### config.mk
export PLATFORM = sky130hd
export DESIGN_NAME = exe_stage_hs
export DESIGN_NICKNAME = d
export VERILOG_FILES = /design/src/rtl/exe_stage_hs_pkg.sv /design/src/rtl/exe_store_align.sv /design/src/rtl/exe_stage_hs.sv
export SDC_FILE = /design/constraint.sdc
export NUM_CORES = 1
export LEC_CHECK = 0
export ABC_AREA = 1
export BUFFER_PORTS_ARGS = -buffer_cell sky130_fd_sc_hd__buf_2
export CELL_PAD_IN_SITES_DETAIL_PLACEMENT = 0
export CELL_PAD_IN_SITES_GLOBAL_PLACEMENT = 1
export CORE_ASPECT_RATIO = 0.6
export CORE_MARGIN = 2
export CORE_UTILIZATION = 31
export DETAILED_ROUTE_END_ITERATION = 8
export PLACE_DENSITY_LB_ADDON = 0.1
export SYNTH_ARGS = -nofsm -noshare
export SYNTH_HDL_FRONTEND = slang
export SYNTH_SLANG_ARGS = --single-unit
### constraint.sdc
create_clock -name clk -period 1.85 [get_ports clk]
set_input_delay 0 -clock clk [delete_from_list [all_inputs] [get_ports clk]]
set_output_delay 0 -clock clk [all_outputs]
set_load 0.01 [all_outputs]
### src/rtl/exe_stage_hs_pkg.sv
// Shared definitions for the exe_stage_hs execute stage.
// Covers FSM state encoding, rd-source and access-size codes, and byte-enable base patterns.
package exe_stage_hs_pkg;

  typedef enum logic [1:0] {
    ST_IDLE    = 2'd0,
    ST_MC_WAIT = 2'd1,
    ST_MC_DONE = 2'd2
  } exe_state_e;

  typedef enum logic [1:0] {
    TGT_EXEC = 2'd0,
    TGT_RSVD = 2'd1,
    TGT_ZERO = 2'd2,
    TGT_PC   = 2'd3
  } exe_target_e;

  typedef enum logic [1:0] {
    SZ_BYTE  = 2'd0,
    SZ_HALF  = 2'd1,
    SZ_WORD  = 2'd2,
    SZ_DWORD = 2'd3
  } exe_size_e;

  localparam logic [7:0] BE_BASE_BYTE  = 8'h01;
  localparam logic [7:0] BE_BASE_HALF  = 8'h03;
  localparam logic [7:0] BE_BASE_WORD  = 8'h0F;
  localparam logic [7:0] BE_BASE_DWORD = 8'hFF;

  function automatic logic [7:0] be_base(input logic [1:0] size);
    logic [7:0] base;
    case (size)
      SZ_BYTE:  base = BE_BASE_BYTE;
      SZ_HALF:  base = BE_BASE_HALF;
      SZ_WORD:  base = BE_BASE_WORD;
      SZ_DWORD: base = BE_BASE_DWORD;
      default:  base = 8'h00;
    endcase
    return base;
  endfunction

endpackage

### src/rtl/exe_store_align.sv
// Store lane alignment: replicates the store operand across the bus and derives
// byte enables and the misalignment flag from access size and byte offset.
module exe_store_align
  import exe_stage_hs_pkg::*;
#(
  parameter int DATA_WIDTH = 32,
  parameter int BE_WIDTH   = DATA_WIDTH / 8,
  parameter int OFF_W      = $clog2(BE_WIDTH)
) (
  input  logic [1:0]            size,
  input  logic [OFF_W-1:0]      off,
  input  logic [DATA_WIDTH-1:0] rs2,
  output logic [DATA_WIDTH-1:0] wdata,
  output logic [BE_WIDTH-1:0]   be,
  output logic                  misalign
);

  logic [BE_WIDTH-1:0] base_s;

  // Lane replication and alignment check per access size
  always_comb begin
    wdata    = {DATA_WIDTH{1'b0}};
    misalign = 1'b0;
    case (size)
      SZ_BYTE: begin
        wdata    = {BE_WIDTH{rs2[7:0]}};
        misalign = 1'b0;
      end
      SZ_HALF: begin
        wdata    = {(BE_WIDTH/2){rs2[15:0]}};
        misalign = off[0];
      end
      SZ_WORD: begin
        wdata    = {(BE_WIDTH/4){rs2[31:0]}};
        misalign = (off[1:0] != 2'b00);
      end
      SZ_DWORD: begin
        // a 32-bit bus cannot carry a dword in one beat
        wdata    = rs2;
        misalign = (DATA_WIDTH == 32) || (off != {OFF_W{1'b0}});
      end
      default: begin
        wdata    = {DATA_WIDTH{1'b0}};
        misalign = 1'b0;
      end
    endcase
  end

  assign base_s = BE_WIDTH'(be_base(size));
  assign be     = base_s << off;

endmodule

### src/rtl/exe_stage_hs.sv
// Execute stage with valid/ready handshakes, multi-cycle unit sequencing and the EX/MEM register.
// Optional: define EXE_STALL_CNT_EN to add the saturating mc_stall_cnt_o counter.
module exe_stage_hs
  import exe_stage_hs_pkg::*;
#(
  parameter int DATA_WIDTH     = 32,
  parameter int REG_ADDR_WIDTH = 5,
  parameter int BE_WIDTH       = DATA_WIDTH / 8
) (
  input  logic                      clk,
  input  logic                      rst_n,
`ifdef EXE_STALL_CNT_EN
  output logic [31:0]               mc_stall_cnt_o,
`endif
  input  logic                      e_valid_i,
  output logic                      e_ready_o,
  input  logic                      e_flush_i,
  input  logic                      e_mc_op_i,
  input  logic [DATA_WIDTH-1:0]     e_rs1_i,
  input  logic [DATA_WIDTH-1:0]     e_rs2_i,
  input  logic [DATA_WIDTH-1:0]     e_imm_i,
  input  logic [DATA_WIDTH-1:0]     e_pc4_i,
  input  logic [DATA_WIDTH-1:0]     e_brj_pc_i,
  input  logic                      e_op2_imm_i,
  input  logic [1:0]                e_target_i,
  input  logic                      e_pc_sel_i,
  input  logic [REG_ADDR_WIDTH-1:0] e_regfile_waddr_i,
  input  logic                      e_regfile_wr_i,
  input  logic                      e_data_wr_i,
  input  logic                      e_data_rd_i,
  input  logic [1:0]                e_size_i,
  input  logic [2:0]                e_load_op_i,
  output logic [DATA_WIDTH-1:0]     op1_o,
  output logic [DATA_WIDTH-1:0]     op2_o,
  input  logic [DATA_WIDTH-1:0]     alu_res_i,
  output logic                      mc_start_o,
  output logic                      mc_kill_o,
  input  logic                      mc_done_i,
  input  logic [DATA_WIDTH-1:0]     mc_res_i,
  output logic                      m_valid_o,
  input  logic                      m_ready_i,
  output logic [REG_ADDR_WIDTH-1:0] m_regfile_waddr_o,
  output logic                      m_regfile_wr_o,
  output logic [DATA_WIDTH-1:0]     m_regfile_rd_o,
  output logic [DATA_WIDTH-1:0]     m_data_addr_o,
  output logic [DATA_WIDTH-1:0]     m_data_wdata_o,
  output logic [BE_WIDTH-1:0]       m_data_be_o,
  output logic                      m_data_wr_o,
  output logic                      m_data_rd_o,
  output logic [2:0]                m_load_op_o,
  output logic                      m_misalign_o,
  output logic                      e_busy_o
);

  localparam int OFF_W = $clog2(BE_WIDTH);

  exe_state_e              state_r, state_nxt_s;
  logic                    slot_free_s, load_s, capture_s;
  logic                    e_ready_s, mc_start_s, mc_kill_s;
  logic [DATA_WIDTH-1:0]   hold_r, exec_res_s, rd_s;
  logic [DATA_WIDTH-1:0]   al_wdata_s;
  logic [BE_WIDTH-1:0]     al_be_s;
  logic                    al_mis_s, is_mem_s, mis_s;

  assign slot_free_s = !m_valid_o || m_ready_i;
  assign op1_o       = e_rs1_i;
  assign op2_o       = e_op2_imm_i ? e_imm_i : e_rs2_i;
  assign exec_res_s  = (state_r == ST_MC_DONE) ? hold_r : alu_res_i;
  assign e_ready_o   = e_ready_s;
  assign mc_start_o  = mc_start_s;
  assign mc_kill_o   = mc_kill_s;
  assign e_busy_o    = (state_r != ST_IDLE);

  // FSM state register
  always_ff @(posedge clk or negedge rst_n) begin
    if (!rst_n) state_r <= ST_IDLE;
    else        state_r <= state_nxt_s;
  end

  // Next state and handshake decode; flush overrides everything including mc_done_i
  always_comb begin
    state_nxt_s = state_r;
    load_s      = 1'b0;
    capture_s   = 1'b0;
    e_ready_s   = 1'b0;
    mc_start_s  = 1'b0;
    mc_kill_s   = 1'b0;
    if (e_flush_i) begin
      e_ready_s   = 1'b1;
      mc_kill_s   = (state_r == ST_MC_WAIT);
      state_nxt_s = ST_IDLE;
    end else begin
      case (state_r)
        ST_IDLE: begin
          if (e_valid_i && e_mc_op_i) begin
            mc_start_s  = 1'b1;
            state_nxt_s = ST_MC_WAIT;
          end else if (e_valid_i && slot_free_s) begin
            load_s    = 1'b1;
            e_ready_s = 1'b1;
          end else begin
            state_nxt_s = ST_IDLE;
          end
        end
        ST_MC_WAIT: begin
          if (mc_done_i) begin
            capture_s   = 1'b1;
            state_nxt_s = ST_MC_DONE;
          end else begin
            state_nxt_s = ST_MC_WAIT;
          end
        end
        ST_MC_DONE: begin
          if (slot_free_s) begin
            load_s      = 1'b1;
            e_ready_s   = 1'b1;
            state_nxt_s = ST_IDLE;
          end else begin
            state_nxt_s = ST_MC_DONE;
          end
        end
        default: state_nxt_s = ST_IDLE;
      endcase
    end
  end

  // Holding register for the multi-cycle result
  always_ff @(posedge clk or negedge rst_n) begin
    if (!rst_n)         hold_r <= {DATA_WIDTH{1'b0}};
    else if (capture_s) hold_r <= mc_res_i;
    else                hold_r <= hold_r;
  end

  exe_store_align #(
    .DATA_WIDTH (DATA_WIDTH),
    .BE_WIDTH   (BE_WIDTH),
    .OFF_W      (OFF_W)
  ) u_align (
    .size     (e_size_i),
    .off      (exec_res_s[OFF_W-1:0]),
    .rs2      (e_rs2_i),
    .wdata    (al_wdata_s),
    .be       (al_be_s),
    .misalign (al_mis_s)
  );

  assign is_mem_s = e_data_wr_i || e_data_rd_i;
  assign mis_s    = is_mem_s && al_mis_s;

  // Register-file write value by target code
  always_comb begin
    rd_s = {DATA_WIDTH{1'b0}};
    case (e_target_i)
      TGT_EXEC:           rd_s = exec_res_s;
      TGT_RSVD, TGT_ZERO: rd_s = {DATA_WIDTH{1'b0}};
      TGT_PC:             rd_s = e_pc_sel_i ? e_pc4_i : e_brj_pc_i;
      default:            rd_s = {DATA_WIDTH{1'b0}};
    endcase
  end

  // EX/MEM boundary register; payload is only rewritten on a load
  always_ff @(posedge clk or negedge rst_n) begin
    if (!rst_n) begin
      m_valid_o         <= 1'b0;
      m_regfile_waddr_o <= {REG_ADDR_WIDTH{1'b0}};
      m_regfile_wr_o    <= 1'b0;
      m_regfile_rd_o    <= {DATA_WIDTH{1'b0}};
      m_data_addr_o     <= {DATA_WIDTH{1'b0}};
      m_data_wdata_o    <= {DATA_WIDTH{1'b0}};
      m_data_be_o       <= {BE_WIDTH{1'b0}};
      m_data_wr_o       <= 1'b0;
      m_data_rd_o       <= 1'b0;
      m_load_op_o       <= 3'd0;
      m_misalign_o      <= 1'b0;
    end else if (load_s) begin
      m_valid_o         <= 1'b1;
      m_regfile_waddr_o <= e_regfile_waddr_i;
      m_regfile_wr_o    <= e_regfile_wr_i && !mis_s;
      m_regfile_rd_o    <= rd_s;
      m_data_addr_o     <= exec_res_s;
      m_data_wdata_o    <= al_wdata_s;
      m_data_be_o       <= is_mem_s ? al_be_s : {BE_WIDTH{1'b0}};
      m_data_wr_o       <= e_data_wr_i && !mis_s;
      m_data_rd_o       <= e_data_rd_i && !mis_s;
      m_load_op_o       <= e_load_op_i;
      m_misalign_o      <= mis_s;
    end else if (m_ready_i) begin
      m_valid_o <= 1'b0;
    end else begin
      m_valid_o <= m_valid_o;
    end
  end

`ifdef EXE_STALL_CNT_EN
  // Saturating count of cycles an EX instruction is presented but not consumed
  always_ff @(posedge clk or negedge rst_n) begin
    if (!rst_n)
      mc_stall_cnt_o <= 32'd0;
    else if (e_valid_i && !e_ready_s && (mc_stall_cnt_o != 32'hFFFF_FFFF))
      mc_stall_cnt_o <= mc_stall_cnt_o + 32'd1;
    else
      mc_stall_cnt_o <= mc_stall_cnt_o;
  end
`endif

endmodule

==> flow_summary_export.csv, run 1 <==
group,metric,value,unit
status,status,"completed",
setup_path,crit_fanout,32,
min_path,hold_path.class,"input port to output port",
pwr,power_leakage,6.44,nW
timing,finClkSkew,10.5,ps
clock_tree,clk_path_buf_depth,2,
routing,avgViaCountPerCell,4.45,
floorplanning,fp-row-count,44,
pwr,total_power,11.0,mW
clock_tree,cts_tree,"done",
grt,grt_max_degree,80,
floorplanning,io_pins,429,
timing,tns,0,ps
timing,setup_viol,0,
grt,antenna_found_initial,0,
synth,synth.most_common_cell,"nand2_1",
finish,fin_nets,1685,
timing,grt_setup_unrepaired,"no",
timing,fin_crit_sh,94.3,%
synth,synth_edf_count,0,
grt,grt_pass1_vias,8109,
clock_tree,numCtsBuffers,17,
floorplanning,die_h,126,µm
finish,diodes,0,
job,cap_violations,0,
placement,globalplace.congestion,0.797,
floorplanning,start_util,31.7,%
synth,synth_top_cells_by_area,"dfrtp_1, nand2_1, o21ai_0, buf_4, inv_1",
finish,area_delta_synth_final,51.5,%
routing,firstDrtPassIters,5,
setup_path,cp.required,2150,ps
synth,yosys.area.top_type,"dfrtp_1",
timing,hold_viol_final,0,
floorplanning,core,0.0243,mm²
grt,grt_pass1_wl,45700,µm
placement,port_buffers,364,
synth,synth.distinct_cells,22,
synth,yosys_warnings,0,
synth,syn_area,0.00769,mm²
synth,synth_nets,1232,
timing,min_period,1750,ps
setup_path,critPathArrivalTime,2040,ps
synth,netlist_instances,984,
clock_tree,clock_latency,430,ps
routing,drt_wl_total,29100,µm
setup_path,endpoint_kind,"register",
synth,seq_area_frac_synth,47.8,%
pwr,powerDensity,942,mW/mm²
finish,drive_gt1_share,32.1,%
setup_path,crit_type,"register to register",
clock_tree,h-tree-depth,4,
routing,route.detailed.drc,0,
synth,synth.ff_latch_count,147,
setup_path,cp-start-kind,"register",
placement,hpwl,21200,µm
clock_tree,cts.clk_slew.worst_paths,60,ps
synth,synth_common_cells,"nand2_1, dfrtp_1, o21ai_0",
clock_tree,clock_sinks,147,
routing,dr.first_iter.drc_count,419,
synth,syn_avg_cell_area,7.81,µm²
synth,synth_top_area_share,47.8,%
floorplanning,fp.dieArea,0.0261,mm²
pwr,ir_worst_vdd,570,µV
routing,wl_per_cell,16.5,µm
synth,async_flop_share,100,%
grt,grt-ovfl-total,0,
routing,vias,7875,
timing,finalMaxSlewViolations,0,
timing,slew_headroom,47.3,%
grt,grtUsageTotal,22.6,%
timing,fmax,573,MHz
clock_tree,root_buffer,"clkbuf_16",
floorplanning,dieWidth,207,µm
routing,antenna_left,0,
timing,hold-worst-slack,0.00392,ps
finish,final_util,48.0,%
synth,ys.flop_type,"dfrtp_1",
timing,worstMarginPinSlew,788,ps
final cells by class:
type	count	area [µm²]
Timing Repair Buffer	521	3450
Multi-Input combinational cell	688	3230
Tap cell	322	403
Clock inverter	9	175
Clock buffer	22	484
Fill cell	2561	12600
Inverter	62	234
Sequential cell	147	3680
metal layers:
layer  part of all wire [%]  track usage, %  vias up
met5                      0               0        -
met4                   0.67            4.24        0
met3                    5.8            5.99       13
met2                     45            34.8      231
met1                     49            32.2     3659
li1                       -               -     3972
worst paths after layout:
check / slack [ps] / end / cells past startpoint / start
min in group asynchronous: 100 / m_data_addr_o[6] / 2 / rst_n
setup reg to reg: 100 / state_r[1] / 7 / state_r[0]
hold / removal: 0.004 / op1_o[6] / 0 / e_rs1_i[6]
max in group asynchronous: 1100 / m_data_wdata_o[29] / 3 / rst_n
setup / recovery: 100 / state_r[1] / 7 / state_r[0]
hold reg to reg: 470 / m_regfile_waddr_o[1] / 2 / m_regfile_waddr_o[1]
where the power goes:
part | total, mW | switching (mW) | internal (mW)
registers | 4.25 | 0.345 | 3.91
logic | 2.80 | 1.53 | 1.27
clock network | 3.91 | 1.38 | 2.53
cells in the final DEF (no fill, tap or decap), types with 2 or more instances in the layout:
| cell | Yosys | routed |
|---|---|---|
| a21oi_1 | 33 | 33 |
| clkinv_2 | 0 | 3 |
| buf_12 | 0 | 8 |
| nand2_1 | 417 | 417 |
| buf_2 | 21 | 363 |
| nor2_1 | 37 | 36 |
| clkbuf_8 | 0 | 4 |
| dfrtp_1 | 147 | 147 |
| mux2_2 | 13 | 13 |
| a21oi_2 | 20 | 20 |
| nand3_1 | 14 | 14 |
| mux2i_1 | 19 | 19 |
| dlygate4sd3_1 | 0 | 136 |
| nand2_2 | 2 | 2 |
| o21ai_0 | 121 | 121 |
| buf_4 | 33 | 13 |
| mux2_4 | 6 | 6 |
| nor2_4 | 1 | 2 |
| inv_1 | 60 | 60 |
| clkinvlp_4 | 0 | 2 |
| bufinv_16 | 0 | 5 |
| clkbuf_16 | 0 | 17 |
| nor2_2 | 2 | 2 |
kinds of logic after synthesis:
logic type / after synthesis / share of synthesized area (%)
flip-flops: 147 / 47.8
multiplexers: 38 / 5.55
AO/OA/AOI/OAI: 174 / 12.3
buffers and inverters: 149 / 10.3
AND/OR/NAND/NOR: 476 / 24.0
worst max-delay path, cell delays in order, from the launching register on:
cell           delay [ps]
dfrtp_1               410
inv_1                 110
nand2_2               130
buf_12                210
nor2_1                 60
a21oi_1               110
nor2_1                 50
dlygate4sd3_1         550
through the flow:
| step | worst slack (ps) | instances | cell area, µm² |
|---|---|---|---|
| 2_1_floorplan | 491 | 984 | 7690 |
| 3_3_place_gp | 293 | 1604 | 9630 |
| 3_5_place_dp | 249 | 1604 | 9630 |
| 4_1_cts | 105 | 1771 | 11600 |
| 5_1_grt | 21.8 | 1771 | 11600 |
| 6_report | 105 | 1771 | 11600 |
state kept, by name (all words and copies together) (netlist names):
name and count:
m_regfile_wr_o 1, m_data_wr_o 1, m_load_op_o 3, m_data_be_o 4, m_misalign_o 1, m_regfile_rd_o 32
m_data_wdata_o 32, m_valid_o 1, m_data_addr_o 32, hold_r 32, m_regfile_waddr_o 5, state_r 2
m_data_rd_o 1
repair_timing:
action | CTS | global route
hold buffers | 136 | 0
hold endpoints to repair | 271 | 0
gates resized for setup | 0 | 0
buffers inserted | 0 | 0
Power figures use the tool's default switching activity.
==> run 2, diff against run 1 <==
--- a/config.mk
+++ b/config.mk
@@ -11,7 +11,8 @@
 export CELL_PAD_IN_SITES_GLOBAL_PLACEMENT = 1
 export CORE_ASPECT_RATIO = 0.6
 export CORE_MARGIN = 2
-export CORE_UTILIZATION = 31
+export CORE_UTILIZATION = 32
+export CTS_BUF_LIST = sky130_fd_sc_hd__clkbuf_8
 export DETAILED_ROUTE_END_ITERATION = 8
 export PLACE_DENSITY_LB_ADDON = 0.1
 export SYNTH_ARGS = -nofsm -noshare
==> flow_summary_export.csv, run 2 (synthesis results as in run 1) <==
group,metric,value,unit
status,status,"completed",
routing,drt_wl_total,29900,µm
placement,globalplace.congestion,0.836,
clock_tree,root_buffer,"clkbuf_8",
placement,port_buffers,364,
floorplanning,core,0.0233,mm²
floorplanning,io_pins,429,
setup_path,endpoint_kind,"register",
setup_path,critPathArrivalTime,2100,ps
routing,wl_per_cell,16.5,µm
grt,grt-ovfl-total,0,
min_path,hold_path.class,"input port to output port",
setup_path,crit_start,"state_r[1]",
floorplanning,start_util,32.9,%
finish,fin_nets,1728,
setup_path,cp-start-kind,"register",
pwr,total_power,9.61,mW
timing,min_period,1720,ps
timing,grt_setup_unrepaired,"no",
timing,tns,0,ps
routing,avgViaCountPerCell,4.49,
finish,multiInputGateArea,0.00324,mm²
timing,setup_viol,0,
timing,slew_headroom,61.2,%
setup_path,crit_type,"register to register",
setup_path,crit_fanout,5,
grt,grt_pass1_wl,44500,µm
finish,layout_commonest_cell,"nand2_1",
timing,finalMaxSlewViolations,0,
routing,firstDrtPassIters,5,
finish,stdcell_count,1807,
job,cap_violations,0,
finish,fin_area,0.0118,mm²
setup_path,r2r_start,"state_r[1]",
finish,diodes,0,
finish,layout_common_cells,"nand2_1, buf_2, dlygate4sd3_1",
floorplanning,dieWidth,204,µm
finish,drive_gt1_share,31.4,%
placement,hpwl,21700,µm
pwr,ir_worst_vdd,412,µV
finish,num-fill-cells,2338,
routing,vias,8109,
setup_path,cp.required,2230,ps
clock_tree,numCtsBuffers,17,
grt,antenna_found_initial,1,
clock_tree,clock_sinks,147,
placement,dpl-instance-area,0.00967,mm²
clock_tree,clk_path_buf_depth,2,
routing,route.detailed.drc,0,
min_path,hp-start,"e_rs1_i[21]",
grt,grtUsageTotal,23.3,%
routing,antenna_left,0,
floorplanning,die_h,124,µm
pwr,powerDensity,815,mW/mm²
grt,grt_pass1_vias,7913,
timing,fmax,581,MHz
clock_tree,cts_tree,"done",
pwr,power_leakage,6.54,nW
timing,fin_crit_sh,93.0,%
finish,area_delta_synth_final,53.4,%
placement,place_inst,1602,
clock_tree,h-tree-depth,4,
clock_tree,clock_latency,450,ps
grt,grt_max_degree,69,
timing,worstMarginPinSlew,581,ps
clock_tree,cts.clk_slew.worst_paths,70,ps
timing,finClkSkew,10.6,ps
timing,hold_viol_final,0,
finish,seq_area,0.00368,mm²
floorplanning,fp-row-count,43,
routing,dr.first_iter.drc_count,448,
floorplanning,fp.dieArea,0.0253,mm²
[run 2: where the power goes]
part / internal (mW) / leakage (nW) / total, mW / switching, mW
logic: 1.34 / 4.50 / 2.91 / 1.56
registers: 3.90 / 1.82 / 4.24 / 0.338
clock network: 1.25 / 0.213 / 2.47 / 1.22
total: 6.49 / 6.54 / 9.61 / 3.12
[run 2: area by class of cell]
class	instances	area share, %
multi-input combinational	688	27.5
inverter	62	1.98
clock buffer	23	2.68
clock inverter	8	0.509
tap	315	3.34
timing repair buffer	564	32.8
sequential	147	31.2
[run 2: worst paths after layout]
check | end | slack [ps] | cells past startpoint
min | op1_o[21] | 0.004 | 0
max reg2reg | state_r[0] | 130 | 5
max | state_r[0] | 130 | 5
max in group asynchronous | m_data_addr_o[21] | 530 | 4
min reg2reg | m_load_op_o[0] | 480 | 2
min in group asynchronous | m_data_addr_o[9] | 620 | 3
[run 2: what timing repair did]
item / 4_1_cts / 5_1_grt
buffers inserted: 0 / 1
setup endpoints to repair: 0 / 19
endpoints found under the hold margin: 288 / 0
hold buffers: 174 / 0
resized for setup: 0 / 3
[run 2: worst max-delay path, cell delays in order, from the launching register on]
cell and delay (ps):
dfrtp_1 460, nor2_4 180, inv_1 70, or2_2 270, a21oi_1 130, dlygate4sd3_1 570
[run 2: through the flow]
| stage | hold WS (ps) | utilization [%] | setup slack [ps] |
|---|---|---|---|
| floorplan | -296 | - | 491 |
| global placement | -61.1 | 41.4 | 273 |
| detailed placement | -62.4 | 41.4 | 259 |
| CTS | 0.0686 | 50.5 | 34.6 |
| global route | 0.0164 | 50.5 | 24.6 |
| finish | 0.00445 | 50.5 | 129 |
[run 2: per-layer routing]
metal	vias to the layer above	wire [µm]	track usage [%]
met2	261	13200	36.0
met5	-	13	0
met3	26	2110	6.99
met1	3751	14200	32.1
met4	2	307	5.21
li1	4069	-	-
